File: src/rtl/decode_sequencer.sv
// Frame sequencer: UART load, IDCT, then one colour-conversion pass per row.
// Owns the SRAM port and parks it whenever no requester is granted.
module decode_sequencer #(
  parameter int ROWS           = 240,
  parameter bit M2_ENABLE      = 1'b1,
  parameter int TIMEOUT_CYCLES = 1000000
) (
  input  logic        CLOCK_50_I,
  input  logic        Resetn,
  input  logic        start,
  input  logic        uart_done,
  input  logic [17:0] uart_address,
  input  logic [15:0] uart_write_data,
  input  logic        uart_we_n,
  output logic        m2_start,
  input  logic        m2_finish,
  input  logic [17:0] m2_address,
  input  logic [15:0] m2_write_data,
  input  logic        m2_we_n,
  output logic        m1_start,
  input  logic        m1_finish,
  input  logic [17:0] m1_address,
  input  logic [15:0] m1_write_data,
  input  logic        m1_we_n,
  output logic [17:0] SRAM_address,
  output logic [15:0] SRAM_write_data,
  output logic        SRAM_we_n,
  output logic [7:0]  row_index,
  output logic        busy,
  output logic        done,
  output logic        error
);

  typedef enum logic [3:0] {
    S_IDLE,
    S_LOAD,
    S_M2_START,
    S_M2_RUN,
    S_M1_START,
    S_M1_RUN,
    S_ROW_NEXT,
    S_DONE,
    S_ERROR
  } state_t;

  localparam logic [19:0] WD_LAST  = 20'(TIMEOUT_CYCLES - 1);
  localparam logic [7:0]  ROW_LAST = 8'(ROWS - 1);

  state_t      state;
  state_t      state_n;
  logic [19:0] watchdog;
  logic        wd_expired;
  logic        run_st;
  logic        launch_st;
  logic        idle_n;

  assign wd_expired = (watchdog == WD_LAST);
  assign run_st     = (state == S_M2_RUN) || (state == S_M1_RUN);
  assign launch_st  = (state == S_M2_START) || (state == S_M1_START);
  assign idle_n     = (state_n == S_IDLE) || (state_n == S_DONE) ||
                      (state_n == S_ERROR);

  // Next-state selection; finish is checked before the watchdog.
  always_comb begin
    state_n = state;
    unique case (state)
      S_IDLE: begin
        if (start) state_n = S_LOAD;
      end
      S_LOAD: begin
        if (uart_done)
          state_n = M2_ENABLE ? S_M2_START : S_M1_START;
      end
      S_M2_START: state_n = S_M2_RUN;
      S_M2_RUN: begin
        if (m2_finish)       state_n = S_M1_START;
        else if (wd_expired) state_n = S_ERROR;
      end
      S_M1_START: state_n = S_M1_RUN;
      S_M1_RUN: begin
        if (m1_finish)       state_n = S_ROW_NEXT;
        else if (wd_expired) state_n = S_ERROR;
      end
      S_ROW_NEXT: begin
        if (row_index == ROW_LAST) state_n = S_DONE;
        else                       state_n = S_M1_START;
      end
      S_DONE, S_ERROR: begin
        if (start) state_n = S_LOAD;
      end
      default: state_n = S_IDLE;
    endcase
  end

  // State, launch pulses, status flags and row counter.
  always_ff @(posedge CLOCK_50_I or negedge Resetn) begin
    if (!Resetn) begin
      state     <= S_IDLE;
      m2_start  <= 1'b0;
      m1_start  <= 1'b0;
      row_index <= 8'd0;
      busy      <= 1'b0;
      done      <= 1'b0;
      error     <= 1'b0;
    end else begin
      state    <= state_n;
      m2_start <= (state == S_M2_START);
      m1_start <= (state == S_M1_START);
      busy     <= !idle_n;
      done     <= (state_n == S_DONE);
      error    <= (state_n == S_ERROR);
      if (state_n == S_LOAD)
        row_index <= 8'd0;
      else if (state == S_ROW_NEXT && state_n == S_M1_START)
        row_index <= row_index + 8'd1;
    end
  end

  // Per-launch watchdog: cleared on launch, counts RUN cycles, saturates.
  always_ff @(posedge CLOCK_50_I or negedge Resetn) begin
    if (!Resetn)
      watchdog <= 20'd0;
    else if (launch_st)
      watchdog <= 20'd0;
    else if (run_st && watchdog != '1)
      watchdog <= watchdog + 20'd1;
  end

  // SRAM grant decided by state alone; anything ungranted is parked.
  always_comb begin
    SRAM_address    = 18'd0;
    SRAM_write_data = 16'd0;
    SRAM_we_n       = 1'b1;
    unique case (state)
      S_LOAD: begin
        SRAM_address    = uart_address;
        SRAM_write_data = uart_write_data;
        SRAM_we_n       = uart_we_n;
      end
      S_M2_START, S_M2_RUN: begin
        SRAM_address    = m2_address;
        SRAM_write_data = m2_write_data;
        SRAM_we_n       = m2_we_n;
      end
      S_M1_START, S_M1_RUN: begin
        SRAM_address    = m1_address;
        SRAM_write_data = m1_write_data;
        SRAM_we_n       = m1_we_n;
      end
      default: begin
        SRAM_address    = 18'd0;
        SRAM_write_data = 16'd0;
        SRAM_we_n       = 1'b1;
      end
    endcase
  end

endmodule
File: config.mk
export PLATFORM = sky130hd
export DESIGN_NAME = decode_sequencer
export DESIGN_NICKNAME = d
export VERILOG_FILES = /design/src/rtl/decode_sequencer.sv
export SDC_FILE = /design/constraint.sdc
export NUM_CORES = 1
export LEC_CHECK = 0
export BUFFER_PORTS_ARGS = -buffer_cell sky130_fd_sc_hd__buf_2
export CAP_MARGIN = 15
export CELL_PAD_IN_SITES_DETAIL_PLACEMENT = 0
export CELL_PAD_IN_SITES_GLOBAL_PLACEMENT = 1
export CORE_MARGIN = 5
export CORE_UTILIZATION = 30
export CTS_CLUSTER_DIAMETER = 50
export DETAILED_ROUTE_END_ITERATION = 7
export PLACE_DENSITY_LB_ADDON = 0.1
export SETUP_SLACK_MARGIN = 0.02
export SLEW_MARGIN = 5
export SYNTH_ARGS = -nofsm -noshare
export SYNTH_HDL_FRONTEND = slang
export SYNTH_SLANG_ARGS = --single-unit
File: constraint.sdc
create_clock -name CLOCK_50_I -period 2.16 [get_ports CLOCK_50_I]
set_input_delay 0.108 -clock CLOCK_50_I [delete_from_list [all_inputs] [get_ports CLOCK_50_I]]
set_output_delay 0.108 -clock CLOCK_50_I [all_outputs]
set_load 0.02 [all_outputs]
==> flow_summary.json, run 1 <==
{
  "data_required_time_at_the_worst_endpoint_ns": 2.37,
  "grt.total_usage_pct": 17.2,
  "post-route-drc-count": 0,
  "power.total_mw": 4.49,
  "max_rail_drop_vdd_mv": 0.586,
  "post_dp_cell_area_mm2": 0.00378,
  "die_w_um": 106,
  "worst_slew_margin_rel_pct": 42.6,
  "drt_iter0_markers": 225,
  "synthAdderAreaFrac_pct": 0.907,
  "post_synthesis_net_count": 462,
  "max_clock_freq_ghz": 0.491,
  "cap_violations": 0,
  "first_global_vias": 3287,
  "drt_first_pass_iters": 4,
  "cts_buffers": 5,
  "synth_xor_xnor_area_share_pct": 3.18,
  "die_height_um": 106,
  "core_mm2": 0.00911,
  "finalSetupViolations": 0,
  "post_synth_instance_area_mm2": 0.00276,
  "final_nets": 629,
  "wirelength_um": 9850,
  "path_max_fanout": 4,
  "worst_setup_path_end_kind": "flop",
  "final-instance-count-excl-fill": 628,
  "die_area_mm2": 0.0112,
  "synth-seq-area-share_pct": 33.6,
  "wire_length_of_the_first_global_routing_pass_um": 15700,
  "timing.setup.critical_path_class": "reg2reg",
  "timing_worst_slew_pin_value_ns": 0.861,
  "synth_edf_count": 0,
  "placement.io_buffers": 158,
  "mostFrequentLayoutCells": "158 x buf_2, 90 x nand2_1, 35 x dfrtp_1",
  "synth_warnings": 0,
  "cts_tree": "done",
  "async_reset_ff_share_pct": 100,
  "post_synth.cell_area_avg_um2": 7.90,
  "netlist_instances": 349,
  "rows": 35,
  "place.detailed.instances": 617,
  "hold_viol": 0,
  "post-route-period-util_pct": 94.3,
  "most_common_cell_after_layout_fill_and_taps_aside": "buf_2",
  "crit_path_cell_trace": "or4b_4 > nor4b_4 > buf_4 > a21bo_2 > a211oi_4 > buf_4 > o21ai_1",
  "ctsLongestPathBuffers": 2,
  "peak_per_stage_delay_on_the_critical_path_ns": 0.56,
  "route.detailed.vias_per_inst": 5.14,
  "setup_repair_after_global_routing_missed_its_margin": "true",
  "p_leak_nw": 1.99,
  "dp_worst_setup_slack_ns": -0.00205,
  "clock_sinks": 37,
  "combinational_family_with_the_most_area_after_synthesis": "simple AND/OR/NAND/NOR gates",
  "maximum_number_of_pins_on_one_net_before_global_route_repair": 38,
  "worst_skew_pair.late_latency_ns": 0.29,
  "arrival_time_worst_endpoint_ns": 2.25,
  "timing.final.crit_period_ns": 2.04,
  "final.setup.worst_slack_ns": 0.123,
  "timing.hold.worst.class": "in2reg",
  "stdcell_area_mm2": 0.00392,
  "crit_path_start_kind": "flop",
  "floorplan.initialDensity_pct": 30.3,
  "p_per_area_mw_per_mm2": 1150,
  "synth_mux_area_share_pct": 0.363,
  "post_synth_and_or_nand_nor_area_fraction_pct": 32.4,
  "yosysUniqueCellTypes": 59,
  "drive_gt1_share_pct": 40.3,
  "num_io_pins": 159,
  "finalSetupTns_ns": 0,
  "crit_slowest_cell": "or4b_4",
  "cts_root_buffer": "clkbuf_8",
  "routabilityCongestion": 0.825,
  "grt_antenna_before_repair": 1,
  "worst_clock_skew_ns": 0.00503,
  "critical_path.most_common_cell": "buf_4",
  "global_route.overflow_total": 0,
  "compound_gate_fraction_of_synth_area_pct": 25.6,
  "drt-wirelength-per-cell_um": 15.7,
  "dominantRegCellSynth": "dfrtp_1",
  "cts.clk_slew.worst_paths_ns": 0.07,
  "synthToLayoutAreaGrowth_pct": 42.2,
  "clock_tree.htree_level_count": 2,
  "dp.final_hpwl_um": 7650,
  "total_number_of_vias": 3231,
  "ant_nets": 0,
  "outcome": "complete, no violations",
  "slew_violations": 0,
  "ys_ff_latch": 37
}
[per-layer routing]
| layer | vias up | part of all wire (%) | global-route usage [%] |
|---|---|---|---|
| li1 | 1591 | - | - |
| met1 | 1520 | 42 | 20.5 |
| met2 | 109 | 49 | 29.6 |
| met3 | 11 | 7.6 | 5.21 |
| met4 | 0 | 1.4 | 5.18 |
| met5 | - | 0 | 0 |
[what timing repair did]
action                                  CTS  global route
endpoints found under the hold margin    37             0
hold buffers                              1             0
cloned                                    0             0
buffers inserted                          0             2
pin swaps                                 1             1
gates resized for setup                   0             4
endpoints found under the setup margin    3            35
[path summary, 6_finish.rpt]
kind	from	endpoint	slack, ns	depth (start not counted)
max	watchdog[12]	row_index[7]	0.12	7
min	start	done	0.14	2
max reg2reg	watchdog[12]	row_index[7]	0.12	7
min reg2reg	watchdog[2]	watchdog[2]	0.51	1
max in group asynchronous	Resetn	state[1]	1.11	2
min in group asynchronous	Resetn	watchdog[18]	0.47	2
[metrics by stage]
stage / util (%) / hold WS (ns)
after global placement: 41.5 / 0.277
after detailed placement: 41.5 / 0.279
final: 43.0 / 0.141
after global routing: 43.0 / 0.145
after CTS: 42.6 / 0.129
after floorplan: - / -0.188
[synthesized netlist by cell type (all sizes together), types with 7 or more instances]
cell,count,area [um^2]
dfrtp,37,926
a22oi,34,255
nand3,13,65.1
a21oi,11,55.1
nor2,17,66.3
nand2b,8,50.1
nand2,90,338
inv,8,30.0
nor3,7,45.0
o21ai,15,75.1
clkbuf,15,56.3
[layout make-up]
type	count	area (um^2)
Sequential cell	37	928
Tap cell	111	139
Timing Repair Buffer	180	983
Clock buffer	7	86.3
Antenna cell	1	2.50
Multi-Input combinational cell	284	1750
Inverter	8	30.0
Fill cell	961	5190
[logic make-up (layout without fill, tap and decap cells)]
kind of cell | Yosys count | in the layout
other cells | 0 | 1
simple gates | 177 | 177
fa+ha+maj | 2 | 2
compound gates | 94 | 94
flops | 37 | 37
xor+xnor | 10 | 10
buf+inv | 28 | 195
mux | 1 | 1
[worst max-delay path, delay by kind of cell, from the launching register on]
family	cells	cell delay (ns)
compound gates	3	0.39
buf+inv	2	0.32
flops	1	0.42
simple gates	2	0.83
[sequential cells by signal (all words and copies together), names as in the netlist]
| name | flops |
|---|---|
| busy | 1 |
| done | 1 |
| m1_start | 1 |
| watchdog | 20 |
| row_index | 8 |
| state | 4 |
| error | 1 |
| m2_start | 1 |
[power by group]
group	internal, mW	total [mW]	switching, mW	leakage (nW)
Combinational	1.20	3.08	1.88	1.45
Sequential	0.786	0.922	0.136	0.500
Clock	0.253	0.497	0.244	0.0443
(Power assumes the default switching activity.)
==> inputs of run 2 (changes only) <==
Settings changed: CELL_PAD_IN_SITES_DETAIL_PLACEMENT 0 to unset, CELL_PAD_IN_SITES_GLOBAL_PLACEMENT 1 to unset, CORE_UTILIZATION 30 to 45, PLACE_DENSITY set to 0.82, PLACE_DENSITY_LB_ADDON 0.1 to unset.
==> flow_summary.json, run 2 (synthesis results as in run 1) <==
{
  "outcome": "complete, no violations",
  "clock_tree.htree_level_count": 2,
  "num_io_pins": 159,
  "filler_cell_count": 546,
  "final_nets": 629,
  "data_required_time_at_the_worst_endpoint_ns": 2.38,
  "rows": 28,
  "worst_slew_margin_rel_pct": 43.4,
  "maximum_number_of_pins_on_one_net_before_global_route_repair": 38,
  "die_w_um": 88.3,
  "cts_tree": "done",
  "clock_sinks": 37,
  "routabilityCongestion": 0.926,
  "drt_first_pass_iters": 5,
  "largest-register": "watchdog",
  "proportion_of_power_drawn_by_the_clock_network_pct": 11.2,
  "top_regs": "watchdog (20), row_index (8), state (4)",
  "core_mm2": 0.00596,
  "place.detailed.instances": 579,
  "total_area_of_multi_input_combinational_cells_mm2": 0.00174,
  "hold_viol": 0,
  "worst_skew_pair.late_latency_ns": 0.30,
  "die_area_mm2": 0.00779,
  "floorplan.initialDensity_pct": 46.3,
  "max_rail_drop_vdd_mv": 0.820,
  "route.detailed.vias_per_inst": 5.44,
  "cts_root_buffer": "clkbuf_8",
  "sw_frac_of_total_pct": 50.7,
  "cts.clk_slew.worst_paths_ns": 0.08,
  "grt.total_usage_pct": 24.0,
  "total_number_of_vias": 3223,
  "die_height_um": 88.3,
  "grt_antenna_before_repair": 2,
  "power_frac_seq_pct": 20.4,
  "timing_worst_slew_pin_value_ns": 0.850,
  "dp.final_hpwl_um": 7490,
  "global_route.overflow_total": 0,
  "cap_violations": 0,
  "timing.final.crit_period_ns": 2.01,
  "internal_power_mw": 2.22,
  "p_leak_nw": 1.99,
  "power.net_switching_mw": 2.28,
  "mostFrequentLayoutCells": "158 x buf_2, 90 x nand2_1, 34 x a22oi_1, 34 x dfrtp_1, 19 x buf_4",
  "finalSetupViolations": 0,
  "placement.io_buffers": 158,
  "worst_clock_skew_ns": 0.00755,
  "worst_setup_path_end_kind": "flop",
  "wire_length_of_the_first_global_routing_pass_um": 14700,
  "post-route-period-util_pct": 93.0,
  "largest_reg_flops": 20,
  "most_common_cell_after_layout_fill_and_taps_aside": "buf_2",
  "timing.setup.critical_path_class": "reg2reg",
  "drt-wirelength-per-cell_um": 16.2,
  "wirelength_um": 9630,
  "drive_gt1_share_pct": 40.5,
  "power.combinational.fraction_pct": 68.4,
  "slew_violations": 0,
  "synthToLayoutAreaGrowth_pct": 40.3,
  "post-route-drc-count": 0,
  "p_per_area_mw_per_mm2": 1160,
  "max_clock_freq_ghz": 0.498,
  "final-instance-count-excl-fill": 593,
  "drt_iter0_markers": 191,
  "cts_buffers": 5,
  "ant_nets": 0,
  "setup_repair_after_global_routing_missed_its_margin": "false",
  "finalSetupTns_ns": 0,
  "timing.hold.worst.class": "in2reg",
  "arrival_time_worst_endpoint_ns": 2.23,
  "first_global_vias": 3141,
  "path_max_fanout": 8,
  "regArea_um2": 930,
  "ctsLongestPathBuffers": 2,
  "crit_path_start_kind": "flop"
}
## run 2: power groups by stage
stage                     Sequential, mW  Combinational, mW  Clock [mW]
final                              0.919               3.08       0.505
after global routing               0.934               3.34       0.535
after floorplan                    0.886               1.99           0
after detailed placement           0.941               2.96           0
after global placement             0.936               2.92           0
after CTS                          0.929               2.99       0.507
## run 2: worst paths after layout
check | start | to | slack, ns | cells after the start
min | start | done | 0.12 | 2
max | state[2] | row_index[2] | 0.15 | 8
max in group asynchronous | Resetn | state[0] | 1.12 | 2
min reg2reg | watchdog[4] | watchdog[4] | 0.52 | 1
min in group asynchronous | Resetn | watchdog[18] | 0.45 | 2
max reg2reg | state[2] | row_index[2] | 0.15 | 8
## run 2: cell type report
cell class | instances | area share (%)
multi-input combinational | 284 | 45.0
timing repair buffer | 180 | 25.4
sequential | 37 | 24.0
tap | 75 | 2.42
clock buffer | 7 | 2.23
inverter | 8 | 0.776
antenna | 2 | 0.129
## run 2: what timing repair did
item                       CTS  global route
setup endpoints to repair   34            48
hold endpoints to repair    37             0
resized for setup            1             3
pin swaps                    0             1
hold buffers                 1             0
buffers inserted             0             4
## run 2: critical path, cell delays in order (launching register included)
cell	delay, ns
dfrtp_2	0.46
buf_4	0.16
xnor2_1	0.42
a21oi_1	0.14
a211oi_1	0.24
buf_4	0.17
a211oi_4	0.05
buf_4	0.17
o21ai_1	0.13
## run 2: per-stage QoR
step | area, um^2 | util, % | worst slack, ns | hold slack [ns] | total power, mW
global route | 3870 | 65.0 | 0.0334 | 0.128 | 4.81
finish | 3870 | 65.0 | 0.151 | 0.116 | 4.50
global placement | 3720 | 62.5 | 0.146 | 0.243 | 3.85
floorplan | 2760 | - | 0.168 | -0.188 | 2.87
CTS | 3820 | 64.2 | 0.0625 | 0.110 | 4.42
detailed placement | 3720 | 62.5 | 0.0931 | 0.249 | 3.90
## run 2: per-layer routing
metal / up-vias / wire (um) / track usage [%] / share of wire, %
li1: 1600 / - / - / -
met1: 1475 / 3670 / 27.4 / 38
met2: 129 / 4920 / 41.7 / 51
met3: 19 / 799 / 7.73 / 8.3
met4: 0 / 247 / 9.20 / 2.6
met5: - / 0 / 0 / 0
==> inputs of run 3 (changes only) <==
Settings changed: CORE_UTILIZATION 45 to 48, PLACE_DENSITY 0.82 to 0.87.
Clock period 2.16 ns to 2.4 ns, I/O delays scaled along.
==> flow_summary.json, run 3 (synthesis results as in run 1) <==
{
  "wirelength_um": 9440,
  "critical_path.endpoint": "row_index[1]",
  "rows": 27,
  "die_w_um": 85.8,
  "max_rail_drop_vdd_mv": 0.679,
  "drt_iter0_markers": 222,
  "post-cts-setup-buffers": 0,
  "post-route-period-util_pct": 92.9,
  "critPathLaunch": "watchdog[12]",
  "max_clock_freq_ghz": 0.448,
  "post-route-drc-count": 0,
  "cts_tree": "done",
  "terminus_of_the_critical_flop_to_flop_path": "row_index[1]",
  "num_io_pins": 159,
  "cts.clk_slew.worst_paths_ns": 0.08,
  "maximum_number_of_pins_on_one_net_before_global_route_repair": 38,
  "cap_violations": 0,
  "global_route.overflow_total": 0,
  "drive_gt1_share_pct": 38.6,
  "worst_r2r_startpoint": "watchdog[12]",
  "top_regs": "watchdog (20), row_index (8), state (4)",
  "mostFrequentLayoutCells": "158 x buf_2, 90 x nand2_1, 36 x dfrtp_1",
  "setup_repair_after_global_routing_missed_its_margin": "false",
  "die_height_um": 85.8,
  "worst_slew_margin_rel_pct": 37.6,
  "p_leak_nw": 1.93,
  "cts_root_buffer": "clkbuf_8",
  "finalSetupViolations": 0,
  "crit_path_start_kind": "flop",
  "wire_length_of_the_first_global_routing_pass_um": 14800,
  "timing.setup.critical_path_class": "reg2reg",
  "outcome": "complete, no violations",
  "p_per_area_mw_per_mm2": 1060,
  "drt_first_pass_iters": 4,
  "setup.reg_to_reg.worst_slack_ns": 0.17,
  "core_mm2": 0.00554,
  "arrival_time_worst_endpoint_ns": 2.37,
  "ant_nets": 0,
  "finalSetupTns_ns": 0,
  "most_common_cell_after_layout_fill_and_taps_aside": "buf_2",
  "worst_clock_skew_ns": 0.0106,
  "largest-register": "watchdog",
  "clock_sinks": 37,
  "die_area_mm2": 0.00736,
  "dp.final_hpwl_um": 7260,
  "route.detailed.vias_per_inst": 5.63,
  "total_number_of_vias": 3245,
  "clock_tree.htree_level_count": 2,
  "power.total_mw": 3.97,
  "timing.hold.worst.class": "in2reg",
  "final_nets": 615,
  "path_max_fanout": 8,
  "worst_setup_path_end_kind": "flop",
  "synthToLayoutAreaGrowth_pct": 36.0,
  "filler_cell_count": 471,
  "largest_reg_flops": 20,
  "routabilityCongestion": 0.955,
  "data_required_time_at_the_worst_endpoint_ns": 2.54,
  "worst_skew_pair.late_latency_ns": 0.30,
  "hold_viol": 0,
  "rr_worst_depth": 5,
  "timing_worst_slew_pin_value_ns": 0.935,
  "grt_antenna_before_repair": 0,
  "first_global_vias": 3129,
  "ctsLongestPathBuffers": 2,
  "grt.total_usage_pct": 25.0,
  "placement.io_buffers": 158,
  "cts_buffers": 5,
  "timing.final.crit_period_ns": 2.23,
  "slew_violations": 0,
  "drt-wirelength-per-cell_um": 16.4,
  "floorplan.initialDensity_pct": 49.8
}
==> run 3: changes by cell type in the layout (fill, tap and decap cells not counted), sizes merged <==
cell and change:
bufinv +1, buf -14, diode -1
==> run 3: repair_timing <==
action,4_1_cts,5_1_grt
endpoints found under the setup margin,0,39
hold buffers,1,0
resized for setup,0,1
hold endpoints to repair,37,0
==> run 3: cell type report <==
type / count / area [um^2] / area share, %
sequential: 37 / 927 / 24.7
inverter: 8 / 30.0 / 0.801
antenna: 1 / 2.50 / 0.0667
tap: 72 / 90.1 / 2.40
clock inverter: 1 / 30.0 / 0.801
clock buffer: 7 / 86.3 / 2.30
timing repair buffer: 166 / 853 / 22.8
multi-input combinational: 284 / 1730 / 46.1
==> run 3: per-layer routing <==
metal	up-vias	global-route usage, %	share of wire, %
met5	-	0	0
met4	0	8.49	2.3
met3	20	9.22	10
met2	138	41.7	50
met1	1520	29.6	37
li1	1567	-	-
==> run 3: worst min path at each step <==
stage	startpoint	to	slack, ns	depth (start not counted)
floorplan	Resetn	busy	-0.18	0
global placement	Resetn	watchdog[16]	0.26	1
detailed placement	Resetn	watchdog[18]	0.26	1
CTS	m2_finish	state[2]	0.14	3
global route	start	done	0.16	2
finish	m2_finish	state[2]	0.14	3
==> run 3: per-stage QoR <==
step	setup WS (ns)	cell area [um^2]	instances	utilization [%]	hold slack, ns
floorplan	0.408	2760	349	-	-0.176
global placement	0.300	3620	566	65.3	0.262
detailed placement	0.195	3620	566	65.3	0.263
CTS	0.0735	3750	575	67.6	0.141
global route	0.0419	3750	575	67.6	0.161
finish	0.170	3750	576	67.7	0.142
==> run 3: where the power goes <==
| group | internal, mW | switching [mW] |
|---|---|---|
| Combinational | 0.916 | 1.63 |
| Sequential | 0.705 | 0.146 |
| Clock | 0.339 | 0.227 |
| Total | 1.96 | 2.01 |
==> run 3: worst max-delay path, stage by stage (launching register included) <==
cell and delay [ns]:
dfrtp_1 0.42, or4b_4 0.56, nor4b_4 0.35, a31oi_2 0.18
a211oi_4 0.42, o22ai_2 0.14
